[src/rtl/seven_seg_mux.sv]
// N-digit multiplexed seven-segment driver with frame-synchronous update, PWM brightness and output polarity.
// Define SEVEN_SEG_LZB_EN to enable leading-zero blanking.
module seven_seg_mux #(
    parameter int DIGITS         = 4,
    parameter int DIV            = 4000,
    parameter int BRIGHT_W       = 3,
    parameter bit EN_ACTIVE_LOW  = 1'b0,
    parameter bit SEG_ACTIVE_LOW = 1'b0
) (
    input  logic                  clk,
    input  logic                  rst,
    input  logic [4*DIGITS-1:0]   in_num,
    input  logic [DIGITS-1:0]     dp_in,
    input  logic                  load,
    input  logic [BRIGHT_W-1:0]   brightness,
    output logic [DIGITS-1:0]     enpos,
    output logic [7:0]            seg,
    output logic                  frame_done
);

    localparam int PCW = (DIV > 1) ? $clog2(DIV) : 1;
    localparam int KW  = $clog2(DIGITS);
    localparam int unsigned STEP = DIV >> BRIGHT_W;
    localparam logic [DIGITS-1:0] EN_MASK  = {DIGITS{EN_ACTIVE_LOW}};
    localparam logic [7:0]        SEG_MASK = {8{SEG_ACTIVE_LOW}};

    logic [PCW-1:0]       pc;
    logic [KW-1:0]        k;
    logic [4*DIGITS-1:0]  pend_num;
    logic [4*DIGITS-1:0]  disp_num;
    logic [DIGITS-1:0]    pend_dp;
    logic [DIGITS-1:0]    disp_dp;
    logic                 pend_v;
    logic                 run_q;
    logic [DIGITS-1:0]    enpos_q;
    logic [7:0]           seg_q;
    logic                 frame_q;

    logic                 pc_last;
    logic                 k_last;
    logic                 boundary;
    logic [3:0]           nib;
    logic [6:0]           glyph;
    logic                 dp_bit;
    logic [31:0]          thr;
    logic                 lit;
    logic                 blank;
    logic [DIGITS-1:0]    en_nxt;

    function automatic logic [6:0] hex_glyph(input logic [3:0] n);
        logic [6:0] g;
        case (n)
            4'h0: g = 7'h3F;
            4'h1: g = 7'h06;
            4'h2: g = 7'h5B;
            4'h3: g = 7'h4F;
            4'h4: g = 7'h66;
            4'h5: g = 7'h6D;
            4'h6: g = 7'h7D;
            4'h7: g = 7'h07;
            4'h8: g = 7'h7F;
            4'h9: g = 7'h6F;
            4'hA: g = 7'h77;
            4'hB: g = 7'h7C;
            4'hC: g = 7'h39;
            4'hD: g = 7'h5E;
            4'hE: g = 7'h79;
            default: g = 7'h71;
        endcase
        return g;
    endfunction

    assign pc_last  = (pc == PCW'(DIV - 1));
    assign k_last   = (k == KW'(DIGITS - 1));
    assign boundary = pc_last && k_last;

`ifdef SEVEN_SEG_LZB_EN
    logic [DIGITS-1:0] lz;
    logic              zero_run;

    // lz[i] is set when digits i..DIGITS-1 carry neither a non-zero nibble nor a dp
    always_comb begin
        zero_run = 1'b1;
        lz       = '0;
        for (int i = DIGITS - 1; i >= 0; i--) begin
            zero_run = zero_run & (disp_num[4*i +: 4] == 4'd0) & ~disp_dp[i];
            lz[i]    = zero_run;
        end
    end

    assign blank = lz[k] & (k != '0);
`else
    assign blank = 1'b0;
`endif

    always_comb begin
        nib    = disp_num[{k, 2'b00} +: 4];
        glyph  = hex_glyph(nib);
        dp_bit = disp_dp[k];
        thr    = (32'(brightness) + 32'd1) * STEP;
        // pc=0 stays dark so segments settle before the enable rises
        lit    = (pc != '0) && (32'(pc) < thr) && !blank;
        en_nxt = lit ? (DIGITS'(1) << k) : '0;
    end

    always_ff @(posedge clk) begin
        if (rst) begin
            pc       <= '0;
            k        <= '0;
            pend_num <= '0;
            pend_dp  <= '0;
            pend_v   <= 1'b0;
            disp_num <= '0;
            disp_dp  <= '0;
            run_q    <= 1'b0;
            frame_q  <= 1'b0;
            enpos_q  <= EN_MASK;
            seg_q    <= SEG_MASK;
        end else begin
            run_q   <= 1'b1;
            pc      <= pc_last ? '0 : pc + 1'b1;
            if (pc_last)
                k <= k_last ? '0 : k + 1'b1;
            frame_q <= boundary;

            // a load on the boundary bypasses the pending stage entirely
            if (load && boundary) begin
                disp_num <= in_num;
                disp_dp  <= dp_in;
                pend_v   <= 1'b0;
            end else begin
                if (boundary && pend_v) begin
                    disp_num <= pend_num;
                    disp_dp  <= pend_dp;
                    pend_v   <= 1'b0;
                end
                if (load) begin
                    pend_num <= in_num;
                    pend_dp  <= dp_in;
                    pend_v   <= 1'b1;
                end
            end

            enpos_q <= en_nxt ^ EN_MASK;
            // first cycle out of reset still blank: run_q not yet set
            seg_q   <= (run_q ? {dp_bit, glyph} : 8'h00) ^ SEG_MASK;
        end
    end

    assign enpos      = enpos_q;
    assign seg        = seg_q;
    assign frame_done = frame_q;

endmodule
[config.mk]
export PLATFORM = sky130hd
export DESIGN_NAME = seven_seg_mux
export DESIGN_NICKNAME = d
export VERILOG_FILES = /design/src/rtl/seven_seg_mux.sv
export SDC_FILE = /design/constraint.sdc
export NUM_CORES = 1
export LEC_CHECK = 0
export ABC_AREA = 0
export CORE_ASPECT_RATIO = 1.25
export CORE_MARGIN = 2
export CORE_UTILIZATION = 40
export DETAILED_ROUTE_END_ITERATION = 7
export SLEW_MARGIN = 0
export SYNTH_ARGS = -nofsm -noshare
export SYNTH_HDL_FRONTEND = slang
export SYNTH_SLANG_ARGS = --single-unit
[constraint.sdc]
create_clock -name clk -period 10.6 [get_ports clk]
set_clock_uncertainty 0.2 [all_clocks]
set_input_delay 2.65 -clock clk [delete_from_list [all_inputs] [get_ports clk]]
set_output_delay 2.65 -clock clk [all_outputs]
set_load 0.05 [all_outputs]
==> impl_metrics.tcl, run 1 <==
set metrics [dict create \
    hold_buffers 0 \
    critPathLaunch "brightness[0]" \
    area_growth_pct 19.4 \
    path_class "primary input to flop" \
    cts_setup_buffers 0 \
    slowest_delay_ns 0.68 \
    h-tree-depth 3 \
    cts_resized 0 \
    rsz0062_at_grt "false" \
    syn_nets 504 \
    p_int_mw 0.521 \
    synth_mux_area_frac 0.0414 \
    place_congestion 0.848 \
    antenna_left 0 \
    grt_pass1_wl_um 14700 \
    n_fill_cell 943 \
    cp-end-kind "flop" \
    pwr-share-comb 0.174 \
    setup_viol 0 \
    grt_max_degree 31 \
    grt_pass1_vias 3103 \
    p_seq_frac 0.385 \
    cp-start-kind "primary input" \
    synth_area_um2 3930 \
    path_buf_inv 4 \
    die_w_um 92.7 \
    max_freq_mhz 139 \
    hp-class "flop to flop" \
    multi_input_area_um2 2250 \
    synth_top_family_by_area "simple AND/OR/NAND/NOR gates" \
    synthArstFlopShare 0 \
    seqCellArea_um2 1380 \
    cts.sinks 69 \
    crit_chain "clkdlybuf4s50_1 -> ha_1 -> xor2_1 -> inv_1 -> fa_1 -> inv_1 -> fa_1 -> inv_1 -> ha_1 -> nor2b_1 -> o21ai_0 -> a21oi_1 -> nor2_1 -> xor2_1 -> ha_1 -> a2111oi_0 -> a31oi_1 -> a21oi_1" \
    maxCapViolations 0 \
    total_leakage_power_nw 1.84 \
    ios 39 \
    drv_slew 0 \
    drive_above_1_share 0.109 \
    avgSynthCellArea_um2 8.95 \
    hp-start "pend_num[15]$_SDFFE_PP0P_" \
    cp_slowest_cell "clkdlybuf4s50_1" \
    wl_per_cell_um 14.3 \
    yosysSeqAreaShare 0.351 \
    fp.dieArea_um2 10600 \
    core-area_um2 9610 \
    synth_edf_count 0 \
    diodes 0 \
    fin_nets 538 \
    worstReg2RegStart "k[0]$_SDFFE_PP0P_" \
    cts_root_buffer "clkbuf_16" \
    clkTransAtPathRegs_ns 0.05 \
    finalHoldViolCount 0 \
    p_sw_mw 0.183 \
    dr.pass1.iters 4 \
    track_usage 0.176 \
    cp.required_ns 10.66 \
    tritoncts "done" \
    syn_inst 439 \
    p_per_area_nw_per_um2 150 \
    synth-compound-area-share 0.168 \
    num_rows 40 \
    dp_hpwl_um 6250 \
    drc_errors 0 \
    synth-xor-area-share 0.0401 \
    vdd_drop_max_mv 0.0654 \
    worst_slack_ns 3.39 \
    detail_route.iter0.violations 135 \
    fin_crit_ns 7.21 \
    cp_max_fo 8 \
    fin_tns_setup_ns 0 \
    synth_cell_types 47 \
    vias 3097 \
    yosys.area_share.simple 0.184 \
    status "finished, final reports clean" \
    maxSlewHeadroom 0.460 \
    synth_seq_cells 69 \
    critPathTopFamily "adder cells" \
    swShare 0.260 \
    wl_um 8610 \
    synth-adder-area-share 0.138 \
    clockPowerShare 0.442 \
    synth_ff_type "dfxtp_1" \
    yosys_warnings 0 \
    cts_buffers 9 \
    routed_via_density 5.13 \
    cp.arrival_ns 7.27 \
    antenna_found_initial 0 \
    placement.io_buffers 38 \
    initial_core_util 0.409 \
    clkLatencyLatePin_ns 0.34 \
    dp_slack_ns 3.03 \
    total_power_mw 0.704 \
    cts.path.max_buffers 2 \
    worst_slew_pin_slew_ns 0.808 \
    overflow 0 \
    die_height_um 115 \
    fin_crit_sh 0.680 \
]
## area by class of cell
class	instances	share of cell area
Inverter	50	0.0400
Multi-Input combinational cell	302	0.479
Tap cell	126	0.0336
Clock inverter	3	0.00907
Timing Repair Buffer	41	0.0859
Sequential cell	69	0.294
Clock buffer	13	0.0576
## path summary, 6_finish.rpt
path / endpoint / slack (ns) / cells after the start
setup reg to reg: seg[1]$_SDFF_PP0_ / 8.03 / 6
hold reg to reg: pend_num[15]$_SDFFE_PP0P_ / 0.26 / 2
hold / removal: pend_num[15]$_SDFFE_PP0P_ / 0.26 / 2
setup / recovery: enpos[2]$_SDFF_PP0_ / 3.39 / 18
## power by group through the flow
stage / Sequential [mW] / Combinational (mW) / Clock (mW)
2_1_floorplan: 0.281 / 0.0825 / 0
3_3_place_gp: 0.276 / 0.120 / 0
3_5_place_dp: 0.276 / 0.123 / 0
4_1_cts: 0.271 / 0.124 / 0.318
5_1_grt: 0.271 / 0.142 / 0.327
6_report: 0.271 / 0.122 / 0.311
## worst min-delay path, stage by stage (launching register included)
cell     delay, ns
dfxtp_1       0.31
nand2_1       0.05
a21oi_1       0.05
## state kept, by name, indices dropped and copies added (netlist names)
name,flops
disp_num,16
pend_num,16
pc,12
seg,8
disp_dp,4
enpos,4
pend_dp,4
k,2
frame_done,1
pend_v,1
run_q,1
## kinds of logic (layout without fill, tap and decap cells)
family | Yosys count | count (layout)
and+or+nand+nor | 158 | 158
buffers and inverters | 68 | 107
muxes | 10 | 10
adders and majority gates | 39 | 39
xor gates and xnor gates | 18 | 18
DFF | 69 | 69
AOI/OAI and AO/OA | 77 | 77
## through the flow
stage | cells | hold WS (ns) | cell area (um2) | util
finish | 604 | 0.257 | 4690 | 0.488
global route | 604 | 0.273 | 4690 | 0.488
CTS | 604 | 0.255 | 4690 | 0.488
detailed placement | 588 | 0.247 | 4380 | 0.456
global placement | 588 | 0.242 | 4380 | 0.456
floorplan | 439 | 0.230 | 3930 | -
## cells in the mapped netlist, types with 2 or more instances
library cell  instances  share of area
o32ai_2              20          0.083
nand3_1               5         0.0064
nand4_1               2         0.0032
a21o_1                2         0.0038
nand2_1              50          0.048
a2111oi_0             2         0.0045
and3_1                3         0.0048
fa_1                  7          0.036
ha_1                 32           0.10
and2_1                2         0.0032
xnor2_1               8          0.018
buf_2                 2         0.0025
mux2i_1               5          0.013
buf_6                 2         0.0057
buf_4                 2         0.0038
nor2_1               74          0.071
nor2b_1               5         0.0080
a221oi_1              5          0.011
o21ai_0               7         0.0089
nor3_1                3         0.0038
a21oi_1              32          0.041
mux4_2                5          0.029
xor2_1               10          0.022
a31oi_1               3         0.0048
and4_4                2         0.0057
nand2b_1              2         0.0032
dfxtp_1              69           0.35
nand3b_1              2         0.0038
inv_1                50          0.048
clkbuf_1              9         0.0086
## routing by layer
metal  global-route usage  wire (um)
met2                0.309       4260
met5                    0          0
met1                0.203       3720
met4               0.0971        233
met3               0.0321        392
## cell usage in the layout (no fill, tap or decap), types with 2 or more instances in the layout
cell and n:
o32ai_2 20, and3_1 3, fa_1 7, nand2_1 50, a21oi_1 32, inv_1 50
mux4_2 5, a221oi_1 5, buf_4 3, a2111oi_0 2, dfxtp_1 69, and2_1 2
ha_1 32, a31oi_1 3, xnor2_1 8, clkdlybuf4s50_1 38, mux2i_1 5, xor2_1 10
clkbuf_8 3, o21ai_0 6, a21o_1 2, nor3_1 3, nand3b_1 2, nor2b_1 5
nor2_1 74, nand3_1 5, nand2b_1 2, nand4_1 2, and4_4 2, clkbuf_16 9
No activity file was read; power rests on OpenSTA's default activity.
==> inputs of run 2 (changes only) <==
clock period = 6.85 ns   (was 10.6 ns; I/O delays follow)
==> impl_metrics.tcl, run 2 (synthesized netlist as in run 1, its figures left out) <==
set metrics [dict create \
    hp-start "pend_num[4]$_SDFFE_PP0P_" \
    path_class "primary input to flop" \
    cts_setup_buffers 0 \
    fp.dieArea_um2 10600 \
    final_common_cell "nor2_1" \
    fin_crit_ns 6.03 \
    maxSlewHeadroom 0.493 \
    die_w_um 92.7 \
    cp_max_fo 5 \
    worst_slew_pin_slew_ns 0.758 \
    clkTransAtPathRegs_ns 0.05 \
    cp_slowest_cell "fa_1" \
    area_growth_pct 17.9 \
    vias 3037 \
    drv_slew 0 \
    r2r_end "seg[1]$_SDFF_PP0_" \
    cts_resized 0 \
    crit_chain "clkdlybuf4s50_1 -> ha_1 -> xor2_1 -> inv_1 -> fa_1 -> inv_1 -> fa_1 -> inv_1 -> ha_1 -> a21o_1 -> nand2_1 -> o311ai_0 -> xor2_1 -> ha_1 -> a2111oi_0 -> a31oi_1 -> a21oi_1" \
    antenna_left 0 \
    fin_tns_setup_ns 0 \
    wl_per_cell_um 14.3 \
    n_fill_cell 940 \
    drive_above_1_share 0.103 \
    drc_errors 0 \
    overflow 0 \
    cp.arrival_ns 6.08 \
    cp.required_ns 6.90 \
    reg.largest.list "disp_num x16, pend_num x16, pc x12" \
    place_congestion 0.839 \
    worst_slack_ns 0.823 \
    cts.sinks 69 \
    whs_endpoint "pend_num[4]$_SDFFE_PP0P_" \
    fin_nets 539 \
    core-area_um2 9610 \
    num_rows 40 \
    slowest_delay_ns 0.61 \
    dp_hpwl_um 6260 \
    hp-class "flop to flop" \
    status "finished, final reports clean" \
    final_util 0.482 \
    max_freq_mhz 166 \
    tritoncts "done" \
    maxCapViolations 0 \
    cp-start-kind "primary input" \
    seqCellArea_um2 1380 \
    cts_root_buffer "clkbuf_16" \
    hold_depth 2 \
    design_area_um2 4630 \
    antenna_found_initial 0 \
    dr.pass1.iters 4 \
    total_leakage_power_nw 1.82 \
    wl_um 8650 \
    place_area_um2 4390 \
    grt_max_degree 31 \
    r2r_slack_ns 4.28 \
    final_cell_mix "74 x nor2_1, 69 x dfxtp_1, 50 x inv_1, 50 x nand2_1, 38 x clkdlybuf4s50_1" \
    clkLatencyLatePin_ns 0.33 \
    ios 39 \
    routed_via_density 5.04 \
    multi_input_area_um2 2250 \
    worstReg2RegStart "k[0]$_SDFFE_PP0P_" \
    cts_buffers 9 \
    die_height_um 115 \
    finalHoldViolCount 0 \
    cts.path.max_buffers 2 \
    vdd_drop_max_mv 0.0977 \
    hold_buffers 0 \
    placement.io_buffers 38 \
    cp-end-kind "flop" \
    dp_slack_ns 0.489 \
    worst-r2r-cell-count 6 \
    rsz0062_at_grt "false" \
    initial_core_util 0.409 \
    fin_crit_sh 0.880 \
    p_per_area_nw_per_um2 218 \
    diodes 0 \
    whs_ns 0.254 \
    grt_pass1_wl_um 14300 \
    setup_viol 0 \
    track_usage 0.171 \
    h-tree-depth 3 \
    detail_route.iter0.violations 106 \
    grt_pass1_vias 2955 \
]
-- run 2: cell types whose count changed in the layout (fill, tap and decap cells not counted), sizes merged --
cell    delta
buf        +1
bufinv     -1
clkbuf     -1
-- run 2: worst max-delay path: cells and delay by family --
family | cells | cell delay (ns)
fa+ha+maj | 5 | 1.99
compound gates | 5 | 1.15
buf+inv | 4 | 0.77
xor+xnor | 2 | 0.41
simple gates | 1 | 0.05
-- run 2: metal layers --
| metal | vias up | part of all wire | routed length (um) | global-route usage |
|---|---|---|---|---|
| met5 | - | 0 | 0 | 0 |
| met4 | 0 | 0.017 | 150 | 0.0725 |
| met3 | 10 | 0.032 | 273 | 0.0341 |
| met2 | 44 | 0.51 | 4410 | 0.301 |
| met1 | 1438 | 0.44 | 3820 | 0.204 |
| li1 | 1545 | - | - | - |
-- run 2: power by group --
group	internal [mW]	switching (mW)	total [mW]
Clock	0.240	0.160	0.400
Sequential	0.413	0.00621	0.419
Combinational	0.0830	0.108	0.191
-- run 2: final cells by class --
cell class / instances / share of cell area
multi-input cells: 302 / 0.485
inverters: 50 / 0.0405
clock inverters: 2 / 0.00270
repair buffers: 42 / 0.0886
flip-flops and latches: 69 / 0.298
well taps: 126 / 0.0340
clock buffers: 12 / 0.0510
-- run 2: how the worst max path moves through the flow --
stage                       start                  end
CTS                 brightness[1]  enpos[3]$_SDFF_PP0_
detailed placement  brightness[1]  enpos[3]$_SDFF_PP0_
global placement    brightness[1]  enpos[1]$_SDFF_PP0_
global route        brightness[1]  enpos[2]$_SDFF_PP0_
finish              brightness[1]  enpos[2]$_SDFF_PP0_
floorplan           brightness[0]  enpos[3]$_SDFF_PP0_
-- run 2: metrics by stage --
step,power (mW),std cells
after floorplan,0.563,439
after global placement,0.612,589
after detailed placement,0.619,589
after CTS,1.02,603
after global routing,1.06,603
final,1.01,603
==> inputs of run 3 (changes only) <==
CTS_CLUSTER_DIAMETER = 200   (was unset)
TNS_END_PERCENT = 100   (was unset)
==> results of run 3 <==
Final layout, timing and power as in run 2 (identical DEF).
==> edit 1 (flow settings as in run 2) <==
The parameter `BRIGHT_W` goes from 3 to 6.
--- a/src/rtl/seven_seg_mux.sv
+++ b/src/rtl/seven_seg_mux.sv
@@ -3,7 +3,7 @@
 module seven_seg_mux #(
     parameter int DIGITS         = 4,
     parameter int DIV            = 4000,
-    parameter int BRIGHT_W       = 3,
+    parameter int BRIGHT_W       = 6,
     parameter bit EN_ACTIVE_LOW  = 1'b0,
     parameter bit SEG_ACTIVE_LOW = 1'b0
 ) (
Ports: changed (resized brightness); port bits go from 39 to 42. No check against the original RTL was run, so the function may have changed too.
==> edit 1 against run 2 <==
  * Sequential cell count stayed put
  * Via count up 6.3%
  * Wire length shrank 3.3%
  * Critical path depth is 3 higher
  * Synthesized cell count unchanged
  * Area after synthesis increased by 4.0%
  * Global-route usage shrank 0.84 points
  * Design area rose by 10%
  * Setup slack got worse by 0.56 ns
  * Critical endpoint unchanged
Power is not compared: it rests on default switching activity, and its combinational part moved more than twofold at a synthesized area within 25%.
==> edit 1: results (changes against run 2) <==
gp_congestion: 0.846  # was 0.839
hold_path_end: "disp_dp[3]$_SDFFE_PP0P_"  # was pend_num[4]$_SDFFE_PP0P_
ys.warnings.count: 0  # unchanged
numCtsBuffers: 9  # unchanged
io_buffers: 41  # was 38
ir_drop_mv: 0.129
grt_pass1_wl_mm: 14.2  # was 14.3 mm
outcome: "complete, no violations"  # unchanged
max_stage_delay_ns: 0.49  # was 0.61 ns
wl_per_cell_um: 13.3  # was 14.3 um
ff2ff_setup_slack_ns: 4.30  # was 4.28 ns
reg2reg_depth: 6  # unchanged
cp_top_family: "adder cells"  # unchanged
ys_types: 46  # was 47
drt_iter0_markers: 89  # was 106
dp_hpwl_mm: 6.36  # was 6.26 mm
antenna_found_initial: 0  # unchanged
grt_max_degree: 32  # was 31
vias_per_cell: 5.12  # was 5.04
clk_latency_ns: 0.33  # about the same
post_dp_cell_area_um2: 4760  # was 4390 um^2
yosys-top-cells-area: "dfxtp_1 34%, ha_1 13%, mux2i_1 11%"  # was dfxtp_1 35%, ha_1 10%, o32ai_2 8.3%
htree_levels: 3  # unchanged
synth_seq_area_share_pct: 33.8  # was 35.1%
first_pass_iters: 4  # unchanged
post-route-cell-area_um2: 5120  # was 4630 um^2
drive_gt1_share_pct: 9.36  # was 10.3%
rr_startpoint: "k[0]$_SDFFE_PP0P_"  # unchanged
cp.arrival_ns: 6.62  # was 6.08 ns
synth_commonest_cells: "69 x dfxtp_1, 53 x nor2_1, 44 x ha_1, 43 x mux2i_1, 32 x o21ai_0"  # was 74 x nor2_1, 69 x dfxtp_1, 50 x inv_1, 50 x nand2_1
whs_ns: 0.248  # was 0.254 ns
synth_nets: 519  # was 504
grt_pass1_vias: 3138  # was 2955
min_from: "disp_dp[3]$_SDFFE_PP0P_"  # was pend_num[4]$_SDFFE_PP0P_
cpMaxStageDelayCell: "clkdlybuf4s50_1"  # was fa_1
max-slew-margin-rel_pct: 57.6  # was 49.3%
clk_pin_slew_worst_paths_ns: 0.05  # about the same
grt_usage_pct: 16.3  # was 17.1%
fin_nets: 578  # was 539
p_leak_nw: 2.26
fillers: 965  # was 940
## edit 1: cell types whose count changed in the layout (fill, tap and decap cells not counted), sizes merged, moves of 20 or more
| cell | before | now |
|---|---|---|
| a21oi | 32 | 10 |
| mux2i | 5 | 43 |
| nor2 | 74 | 53 |
| o21ai | 8 | 32 |
| o32ai | 20 | 0 |
## edit 1: cell type report
| class | instances | share of cell area [%] |
|---|---|---|
| flip-flops and latches | 69 | 27.0 |
| clock buffers | 11 | 4.74 |
| multi-input cells | 323 | 50.0 |
| well taps | 129 | 3.15 |
| repair buffers | 64 | 11.4 |
| inverters | 31 | 2.27 |
| clock inverters | 4 | 1.42 |
## edit 1: cell families (layout without fill, tap and decap cells)
family          count (synthesis)  count (layout)  synth area share, %
xor+xnor                       29              29                 6.21
mux                            49              49                 14.1
simple gates                  126             126                 14.1
fa+ha+maj                      52              52                 17.1
buf+inv                        47             110                 4.62
flops                          69              69                 33.8
compound gates                 67              67                 9.98
## edit 1: power breakdown
group	internal, W	total (W)	switching, W
Combinational	0.000241	0.000502	0.000261
Clock	0.000326	0.000486	0.000160
Sequential	0.000413	0.000420	0.00000611
## edit 1: metrics by stage
step / cells / TNS (ns) / power, W / setup slack, ns
global route: 631 / -0.0485 / 0.00151 / -0.0166
CTS: 631 / 0 / 0.00141 / 0.0848
detailed placement: 616 / -0.937 / 0.000917 / -0.245
global placement: 616 / -0.00224 / 0.000905 / -0.00154
floorplan: 439 / 0 / 0.000772 / 0.614
finish: 631 / 0 / 0.00141 / 0.267
## edit 1: routing by layer
metal,routed length [um],global-route usage [%]
met1,3580,19.2
met2,4290,28.6
met3,372,3.91
met4,119,6.57
met5,0,0
==> edit 2 (flow settings as in run 2) <==
Made on the original files. The output `enpos` loses its register stage (`enpos_q` becomes a continuous assignment).
--- a/src/rtl/seven_seg_mux.sv
+++ b/src/rtl/seven_seg_mux.sv
@@ -114,7 +114,6 @@
             disp_dp  <= '0;
             run_q    <= 1'b0;
             frame_q  <= 1'b0;
-            enpos_q  <= EN_MASK;
             seg_q    <= SEG_MASK;
         end else begin
             run_q   <= 1'b1;
@@ -141,11 +140,12 @@
                 end
             end
 
-            enpos_q <= en_nxt ^ EN_MASK;
             // first cycle out of reset still blank: run_q not yet set
             seg_q   <= (run_q ? {dp_bit, glyph} : 8'h00) ^ SEG_MASK;
         end
     end
+
+    assign enpos_q = en_nxt ^ EN_MASK;
 
     assign enpos      = enpos_q;
     assign seg        = seg_q;
Formal check against the unedited RTL: not equivalent (a bounded check fails within 4 cycles, from zero or initial values and one cycle with rst high).
==> edit 2 against run 2 <==
  * The flow now finishes with violations (setup timing)
  * Area after synthesis is 6.3% lower
  * Highest routed layer unchanged
  * Sequential power is 5.7% lower
  * Sequential cell count is 4 lower
  * Setup slack worse by 1.3 ns
  * Power is 15% higher
  * Wire length is 2.1% lower
  * Design area is 5.0% higher
  * Hold slack worse by 0.0028 ns
==> edit 2: results (changes against run 2) <==
max_stage_delay_ns: 0.52  # was 0.61 ns
cp.arrival_ns: 5.38  # was 6.08 ns
drt_wl_total_mm: 8.47  # was 8.65 mm
gp_congestion: 0.782  # was 0.839
wl_per_cell_um: 13.5  # was 14.3 um
yosys-top-cells-area: "dfxtp_1 35%, ha_1 12%, nor2_1 7.2%"  # was dfxtp_1 35%, ha_1 10%, o32ai_2 8.3%
wl_met3_um: 245  # was 273 um
outcome: "finished with violations"  # was complete, no violations
synth_nets: 507  # was 504
synth_seq_area_share_pct: 35.3  # was 35.1%
syn-instance-count: 439  # unchanged
whs_ns: 0.251  # was 0.254 ns
pwr-share-clk_pct: 43.1  # was 39.6%
synthXorXnorAreaFrac_pct: 4.04  # was 4.01%
cp_top_family: "adder cells"  # unchanged
cp_max_fo: 4  # was 5
synth_commonest_cells: "71 x nor2_1, 65 x dfxtp_1, 53 x nand2_1, 52 x inv_1, 35 x ha_1"  # was 74 x nor2_1, 69 x dfxtp_1, 50 x inv_1, 50 x nand2_1
place_ws_ns: -1.11  # was 0.489 ns
ff2ff_setup_slack_ns: 4.37  # was 4.28 ns
cpMaxStageDelayCell: "fa_1"  # unchanged
synthFlopType: "dfxtp_1"  # unchanged
grt_max_degree: 30  # was 31
setup_viol: 4  # was 0
post_dp_cell_area_um2: 4450  # was 4390 um^2
placedCellCount: 608  # was 589
fin_nets: 569  # was 539
grtUsageMet3_pct: 3.26  # was 3.41%
post-route-cell-area_um2: 4860  # was 4630 um^2
ir_drop_mv: 0.176  # was 0.0977 mV
vias: 3151  # was 3037
grt.met2_usage_pct: 31.1  # was 30.1%
combPwrFrac_pct: 23.0  # was 18.9%
fillers: 836  # was 940
p_clk_w: 0.000502  # was 0.000400 W
htree_levels: 3  # unchanged
p_leak_nw: 1.98  # was 1.82 nW
grt_pass1_wl_mm: 14.4  # was 14.3 mm
dr_wl_met2_mm: 4.27  # was 4.41 mm
swShare_pct: 25.2  # was 27.1%
grt_usage_pct: 17.6  # was 17.1%
drive_gt1_share_pct: 16.0  # was 10.3%
cts_root_buf: "clkbuf_16"  # unchanged
async_flop_share_pct: 0  # unchanged
worstMarginPinSlew_ns: 0.755  # was 0.758 ns
synthAdderAreaFrac_pct: 15.7  # was 13.8%
gr-usage-met1_pct: 21.2  # was 20.4%
synth_compound_area_share_pct: 14.4  # was 16.8%
setup_tns_ns: -1.76  # was 0 ns
dp_hpwl_mm: 6.04  # was 6.26 mm
wl_met1_mm: 3.84  # was 3.82 mm
worst_slack_ns: -0.445  # was 0.823 ns
ys_types: 45  # was 47
violations: "setup timing"
drt_iter0_markers: 138  # was 106
==> edit 2: final cells by class <==
class                   count  area share (%)
well taps                 123            3.16
clock buffers              13            5.56
multi-input cells         304            45.8
repair buffers             69            13.5
clock inverters             2            1.23
flip-flops and latches     65            26.7
inverters                  52            4.01
==> edit 2: path summary, 6_finish.rpt <==
kind / startpoint / cells past startpoint / endpoint
max reg2reg: k[0]$_SDFFE_PP0P_ / 7 / seg[3]$_SDFF_PP0_
max: brightness[1] / 19 / enpos[2]
min: disp_num[13]$_SDFFE_PP0P_ / 2 / disp_num[13]$_SDFFE_PP0P_
min reg2reg: disp_num[13]$_SDFFE_PP0P_ / 2 / disp_num[13]$_SDFFE_PP0P_
==> edit 2: what timing repair did <==
| action | in CTS | in global routing |
|---|---|---|
| gates resized for setup | 18 | 8 |
| setup endpoints to repair | 4 | 4 |
| gates cloned | 0 | 0 |
| pin swaps | 12 | 10 |
| setup buffers | 2 | 3 |
